===== config.mk =====
export PLATFORM = sky130hd
export DESIGN_NAME = wb_bus_arbiter2
export DESIGN_NICKNAME = d
export VERILOG_FILES = /design/src/rtl/wb_bus_arbiter2.sv
export SDC_FILE = /design/constraint.sdc
export NUM_CORES = 1
export LEC_CHECK = 0
export ABC_AREA = 1
export CORE_AREA = 2 2 124 126
export CTS_BUF_LIST = sky130_fd_sc_hd__clkbuf_16
export CTS_CLUSTER_DIAMETER = 200
export DETAILED_ROUTE_END_ITERATION = 10
export DIE_AREA = 0 0 126 128
export PLACE_DENSITY = 0.67
export SLEW_MARGIN = 20
export SYNTH_ARGS = -nofsm -noshare
export SYNTH_HDL_FRONTEND = slang
export SYNTH_SLANG_ARGS = --single-unit

===== constraint.sdc =====
create_clock -name clk_i -period 5.65 [get_ports clk_i]
set_clock_uncertainty 0.2 [all_clocks]
set_input_delay 1.695 -clock clk_i [delete_from_list [all_inputs] [get_ports clk_i]]
set_output_delay 1.695 -clock clk_i [all_outputs]
set_load 0.02 [all_outputs]

===== src/rtl/wb_bus_arbiter2.sv =====
// Two-master Wishbone arbiter: m0 (data) and m1 (instruction) share one slave port.
// Grant is held for a whole CYC; a stalled slave is cut off by a watchdog that returns ERR.
module wb_bus_arbiter2 #(
   parameter int unsigned ROUND_ROBIN = 1,
   parameter int unsigned TIMEOUT     = 256
) (
   input  logic        clk_i,
   input  logic        rst_i,
   input  logic        m0_cyc,
   input  logic        m0_stb,
   input  logic        m0_we,
   input  logic [3:0]  m0_sel,
   input  logic [31:0] m0_adr,
   input  logic [31:0] m0_dat_m,
   output logic [31:0] m0_dat_s,
   output logic        m0_ack,
   output logic        m0_err,
   input  logic        m1_cyc,
   input  logic        m1_stb,
   input  logic        m1_we,
   input  logic [3:0]  m1_sel,
   input  logic [31:0] m1_adr,
   input  logic [31:0] m1_dat_m,
   output logic [31:0] m1_dat_s,
   output logic        m1_ack,
   output logic        m1_err,
   output logic        s_cyc,
   output logic        s_stb,
   output logic        s_we,
   output logic [3:0]  s_sel,
   output logic [31:0] s_adr,
   output logic [31:0] s_dat_m,
   input  logic [31:0] s_dat_s,
   input  logic        s_ack,
   input  logic        s_err,
   output logic [1:0]  grant,
   output logic        timeout,
   input  logic        timeout_clr
);

   localparam int unsigned CW     = (TIMEOUT > 0) ? $clog2(TIMEOUT + 1) : 1;
   localparam logic [CW-1:0] TO_VAL = CW'(TIMEOUT);
   localparam bit          WD_EN  = (TIMEOUT != 0);
   localparam bit          RR_EN  = (ROUND_ROBIN != 0);

   typedef struct packed {
      logic        cyc;
      logic        stb;
      logic        we;
      logic [3:0]  sel;
      logic [31:0] adr;
      logic [31:0] dat;
   } wb_req_t;

   // State encoding doubles as the one-hot grant vector.
   typedef enum logic [1:0] {
      IDLE = 2'b00,
      OWN0 = 2'b01,
      OWN1 = 2'b10
   } state_t;

   state_t          state, state_nxt;
   logic            last, last_nxt;       // 0 = m0 owned last, 1 = m1 owned last
   logic [CW-1:0]   wd_cnt, wd_cnt_nxt;
   logic            timeout_nxt;
   logic            wd_fire;
   wb_req_t         req0, req1, own_req;

   assign req0 = '{cyc: m0_cyc, stb: m0_stb, we: m0_we, sel: m0_sel, adr: m0_adr, dat: m0_dat_m};
   assign req1 = '{cyc: m1_cyc, stb: m1_stb, we: m1_we, sel: m1_sel, adr: m1_adr, dat: m1_dat_m};

   // Owner's request, zeroed when idle or when the owner has dropped cyc.
   always_comb begin
      own_req = '0;
      case (state)
         OWN0: if (m0_cyc) own_req = req0;
         OWN1: if (m1_cyc) own_req = req1;
         default: own_req = '0;
      endcase
   end

   // Slave ack in the same cycle takes precedence over the watchdog.
   assign wd_fire = WD_EN && (wd_cnt == TO_VAL) && own_req.stb && !s_ack;

   assign s_cyc   = own_req.cyc;
   assign s_stb   = own_req.stb & ~wd_fire;
   assign s_we    = own_req.we;
   assign s_sel   = own_req.sel;
   assign s_adr   = own_req.adr;
   assign s_dat_m = own_req.dat;

   assign grant    = 2'(state);
   assign m0_dat_s = s_dat_s;
   assign m1_dat_s = s_dat_s;
   assign m0_ack   = s_ack & (state == OWN0);
   assign m1_ack   = s_ack & (state == OWN1);
   assign m0_err   = (s_err | wd_fire) & (state == OWN0);
   assign m1_err   = (s_err | wd_fire) & (state == OWN1);

   // Arbitration, watchdog and sticky-flag next state.
   always_comb begin
      state_nxt   = state;
      last_nxt    = last;
      wd_cnt_nxt  = wd_cnt;
      timeout_nxt = timeout;

      case (state)
         IDLE: begin
            if (m0_cyc && m1_cyc)
               state_nxt = (RR_EN && !last) ? OWN1 : OWN0;
            else if (m0_cyc)
               state_nxt = OWN0;
            else if (m1_cyc)
               state_nxt = OWN1;
         end
         OWN0: begin
            if (!m0_cyc) begin
               last_nxt  = 1'b0;
               state_nxt = m1_cyc ? OWN1 : IDLE;
            end
         end
         OWN1: begin
            if (!m1_cyc) begin
               last_nxt  = 1'b1;
               state_nxt = m0_cyc ? OWN0 : IDLE;
            end
         end
         default: state_nxt = IDLE;
      endcase

      if (!WD_EN || wd_fire || s_ack || s_err || !own_req.cyc)
         wd_cnt_nxt = '0;
      else if (own_req.stb)
         wd_cnt_nxt = wd_cnt + CW'(1);

      if (wd_fire)
         timeout_nxt = 1'b1;
      else if (timeout_clr)
         timeout_nxt = 1'b0;
   end

   always_ff @(posedge clk_i or posedge rst_i) begin
      if (rst_i) begin
         state   <= IDLE;
         last    <= 1'b1;
         wd_cnt  <= '0;
         timeout <= 1'b0;
      end else begin
         state   <= state_nxt;
         last    <= last_nxt;
         wd_cnt  <= wd_cnt_nxt;
         timeout <= timeout_nxt;
      end
   end

endmodule


Word-level counts from Yosys, hierarchy flattened
Cells that the tools add are included.
{ "classes": {"add_sub_neg": 1, "eq_ne": 6, "mux": 19, "n_bitwise": 7, "reduce_logical": 14} }
{ "op_table": {"columns": ["cell", "count"], "rows": [
  ["2-to-1 mux 71 bit", 2],
  ["one-hot mux 71 bit (2 select lines)", 1],
  ["2-to-1 mux 9 bit", 2],
  ["2-to-1 mux 2 bit", 7],
  ["adder 9 x 1 -> 9 bit, second input constant", 1],
  ["== test 9 bit, second input constant", 1],
  ["one-hot mux 2 bit (3 select lines)", 1],
  ["AND reduction 3 bit", 2],
  ["nonzero test 2 bit", 3],
  ["AND 1 bit", 5],
  ["2-to-1 mux 1 bit", 5],
  ["!= test 2 bit, second input constant", 2],
  ["!= test 4 bit, second input constant", 1],
  ["logical AND 1 bit", 3],
  ["logical OR 1 bit", 3],
  ["== test 2 x 1 -> 1 bit, second input constant", 1],
  ["== test 2 bit, second input constant", 1],
  ["logical NOT 1 bit", 2],
  ["logical NOT 2 bit", 1],
  ["one-hot mux 1 bit (2 select lines)", 1],
  ["NOT 1 bit", 1],
  ["bitwise OR 1 bit", 1]
]} }
{ "word_totals": {"register_bits": 13, "in_bits": 179, "output_inout_bits": 142, "word_cells": 51} }

Longest topological paths before layout
{ "depth": {"word_depth": 8, "depth_mapped": 11, "mapped_depth_nobuf": 10} }

Least setup slack after synthesis
OpenSTA, ideal clock, no wires.
{ "synth_timing": {"kind": "input to output", "start": "in m1_cyc", "end": "out m0_err", "arrival_time_ns": 2.695, "setup_slack_ns": 1.060, "stages": 7, "path_cell_list": "buf_4 > nand3_1 > nand2_2 > nand2_4 > nor2_4 > nand2_1 > a21oi_1"} }
{ "synth_via": {"elab_chain_len": 6} }
{ "synth_lines": {"columns": ["element", "line", "source"], "rows": [
  ["start, declared", "18", "input logic m1_cyc,"],
  ["2-to-1 mux 71 bit", "77", "OWN1: if (m1_cyc) own_req = req1;"],
  ["one-hot mux 71 bit (2 select lines)", "75", "case (state)"],
  ["logical AND 1 bit (2 in series)", "83", "assign wd_fire = WD_EN && (wd_cnt == TO_VAL) && own_req.stb && !s_ack;"],
  ["bitwise OR 1 bit", "97", "assign m0_err = (s_err | wd_fire) & (state == OWN0);"],
  ["AND 1 bit", "97", null],
  ["end, declared", "17", "output logic m0_err,"]
]} }
Every way passes these cells.

Worst setup path after layout
{ "layout_timing": {"start": "in m1_stb", "end": "out m0_err"} }
{ "layout_via": {"elab_chain_len": 6} }
{ "layout_lines": {"columns": ["element", "line", "source"], "rows": [
  ["start, declared", "19", "input logic m1_stb,"],
  ["2-to-1 mux 71 bit", "77", null],
  ["one-hot mux 71 bit (2 select lines)", "75", null],
  ["logical AND 1 bit (2 in series)", "83", null],
  ["bitwise OR 1 bit", "97", null],
  ["AND 1 bit", "97", null]
]} }
Every way passes these cells.

==> flow_summary.yaml <==
setup_path:
  crit_buf_inv: 2
  slowest_delay_ns: 0.62
  critical_path.cell_chain: "clkdlybuf4s50_1, nand3_1, nand2_2, nand2_4, nor2_4, nand2_1, a21oi_1, clkdlybuf4s50_1"
  path_class: "input port to output pin"
  worstPathArrival_ns: 3.58
  cp_common_cell: "clkdlybuf4s50_1"
  path_delay_family: "buffers and inverters"
  worstSetupStartpointType: "input port"
  slowest_stage: "clkdlybuf4s50_1"
  cp_data_required_time_ns: 3.75
  end_kind: "output pin"
  crit_fanout: 8
floorplan:
  start_util_pct: 17.7
  coreArea_um2: 14900
  rows: 45
  die_y_um: 128
  die_x_um: 126
  boundaryPins: 321
  dieArea_um2: 16100
power_and_ir_drop:
  sw_frac_of_total_pct: 52.7
  cellPowerDensity_nw_per_um2: 265
  p_leak_nw: 1.61
  sequentialPowerShare_pct: 9.3
  clock_power_share_pct: 11.0
  p_int_mw: 0.581
  vdd.ir_drop.worst_mv: 0.235
  combPwrFrac_pct: 79.6
  p_sw_mw: 0.647
clock_tree:
  cts_resized: 0
  clk_pin_slew_ns: 0.05
  cts_made_buffers: 3
  clock_latency_ns: 0.24
  cts_setup_buffers: 0
  htreeDepth: 1
  cts_hold_buf: 0
  cts_tree: "yes"
  cts_root_buf: "clkbuf_16"
  clock_path_buffers: 2
  cts_sinks: 13
global_routing:
  antenna_found_initial: 0
  grt_max_degree: 74
  grt_pass1_wl_um: 17100
  track_usage_pct: 12.7
  grt_overflow: 0
  grt_pass1_vias: 3318
synthesis:
  syn_inst: 448
  synth_largest_area_cell: "nand3_1"
  syn_area_um2: 2630
  synth_flop_cell: "dfrtp_1"
  synth_edf_count: 0
  yosys_warnings: 0
  synthTopCellsByCount: "nand3_1 (144), a21oi_1 (74), buf_4 (68)"
  synth.distinct_cells: 22
  synthTopCellsByArea: "nand3_1 (27%), buf_4 (19%), a21oi_1 (14%)"
  async_flop_share_pct: 100
  yosysMostFrequentCell: "nand3_1"
  synth_top_area_share_pct: 27.4
  ys_ff_latch: 13
  synth_fp_nets: 633
  syn_area_per_cell_um2: 5.87
  ys_seq_area_share_pct: 12.4
timing:
  final.period_utilization_pct: 96.9
  final_max_slew_viol_count: 0
  setup_tns_ns: 0
  fin_crit_ns: 5.48
  max_freq_mhz: 183
  rsz0062_at_grt: "no"
  hold_viol_final: 0
  finalSetupViolCount: 0
  maxSlewHeadroom_pct: 39.1
  tightest_slew_ns: 0.913
hold_path:
  hp-class: "flip-flop to flip-flop"
run_status:
  status: "finished, final reports clean"
layout:
  final_layout_size_suffix_gt1_share_pct: 4.66
  antenna_cells: 0
  final_util_pct: 31.1
  areaGrowthSynthToFinish_pct: 75.9
  fin_nets: 766
detailed_routing:
  vias: 3509
  routedWlPerCell_um: 14.7
  drt_iter0_drc: 142
  post-route-drc-count: 0
  ant_nets: 0
  vias_per_cell: 4.57
  wl_um: 11300
  drt-pass1-iter-count: 4
place:
  hpwl_um: 8540
  port_buffers: 224
  routabilityCongestion: 0.807
job:
  drv_cap: 0
[worst register-to-register path, stage by stage, from the launching register on]
cell and delay (ns):
dfrtp_1 0.41, inv_1 0.12, ha_2 0.66, nand2_2 0.14, nand2_4 0.12, nand2_4 0.06, nor2_4 0.14, inv_2 0.07
nor2_4 0.18, nand2_1 0.08, nor2_1 0.08
[metrics by stage]
stage | hold slack, ns | power, mW | setup WS (ns) | cell area (um^2) | cells
finish | 0.304 | 1.23 | 0.175 | 4630 | 768
global route | 0.357 | 1.32 | 0.0843 | 4630 | 768
CTS | 0.304 | 1.24 | 0.162 | 4630 | 768
detailed placement | 0.297 | 1.10 | 0.161 | 4550 | 764
global placement | 0.297 | 1.10 | 0.196 | 4550 | 764
floorplan | 0.270 | 0.737 | 1.06 | 2630 | 448
[flip-flops by register name, indices dropped and copies added, names as in the netlist]
signal	flops
last	1
timeout	1
wd_cnt	9
grant	2
[worst paths after layout]
kind / cells after the start / endpoint / slack (ns) / from
worst max-delay path: 8 / m0_err / 0.17 / m1_stb
worst min-delay path: 2 / last / 0.30 / last
worst max register to register: 10 / wd_cnt[2] / 3.33 / grant[0]
worst min register to register: 2 / last / 0.30 / last
max in group asynchronous: 2 / last / 3.30 / rst_i
min in group asynchronous: 2 / grant[0] / 1.58 / rst_i
[per-layer routing]
layer	vias to the layer above	share of wire [%]	wire length (um)	GRT usage [%]
met5	-	0	0	0
met4	0	1.9	214	3.30
met3	32	9.3	1060	3.71
met2	191	47	5300	20.9
met1	1562	42	4750	16.3
li1	1724	-	-	-
[cell type report]
cell class | count | area [um^2]
multi-input combinational | 304 | 1560
clock buffer | 3 | 75.1
timing repair buffer | 231 | 2320
tap | 188 | 235
sequential | 13 | 327
clock inverter | 1 | 3.75
fill | 1606 | 10200
inverter | 28 | 105
[power groups by stage]
stage | registers (mW) | logic (mW) | clock network, mW
6_report | 0.115 | 0.978 | 0.136
3_5_place_dp | 0.116 | 0.983 | 0
2_1_floorplan | 0.121 | 0.615 | 0
5_1_grt | 0.117 | 1.06 | 0.142
4_1_cts | 0.115 | 0.987 | 0.137
3_3_place_gp | 0.116 | 0.988 | 0
[logic make-up after synthesis]
kind of cell	share of synthesized area, %
and+or+nand+nor	40.0
DFF	12.4
buffers and inverters	28.5
adders and majority gates	2.85
AOI/OAI and AO/OA	16.3
[cells in the final DEF (no fill, tap or decap)]
| cell | n |
|---|---|
| a21oi_1 | 74 |
| a22oi_1 | 1 |
| buf_12 | 3 |
| buf_2 | 2 |
| buf_4 | 4 |
| clkbuf_16 | 3 |
| clkdlybuf4s50_1 | 222 |
| dfrtp_1 | 12 |
| dfstp_2 | 1 |
| ha_1 | 4 |
| ha_2 | 2 |
| inv_1 | 26 |
| inv_2 | 3 |
| nand2_1 | 34 |
| nand2_2 | 3 |
| nand2_4 | 3 |
| nand3_1 | 144 |
| nand4_1 | 4 |
| nor2_1 | 19 |
| nor2_4 | 3 |
| nor3_1 | 4 |
| o21a_1 | 1 |
| o21ai_0 | 6 |
| o22ai_1 | 2 |
Power figures use the tool's default switching activity.
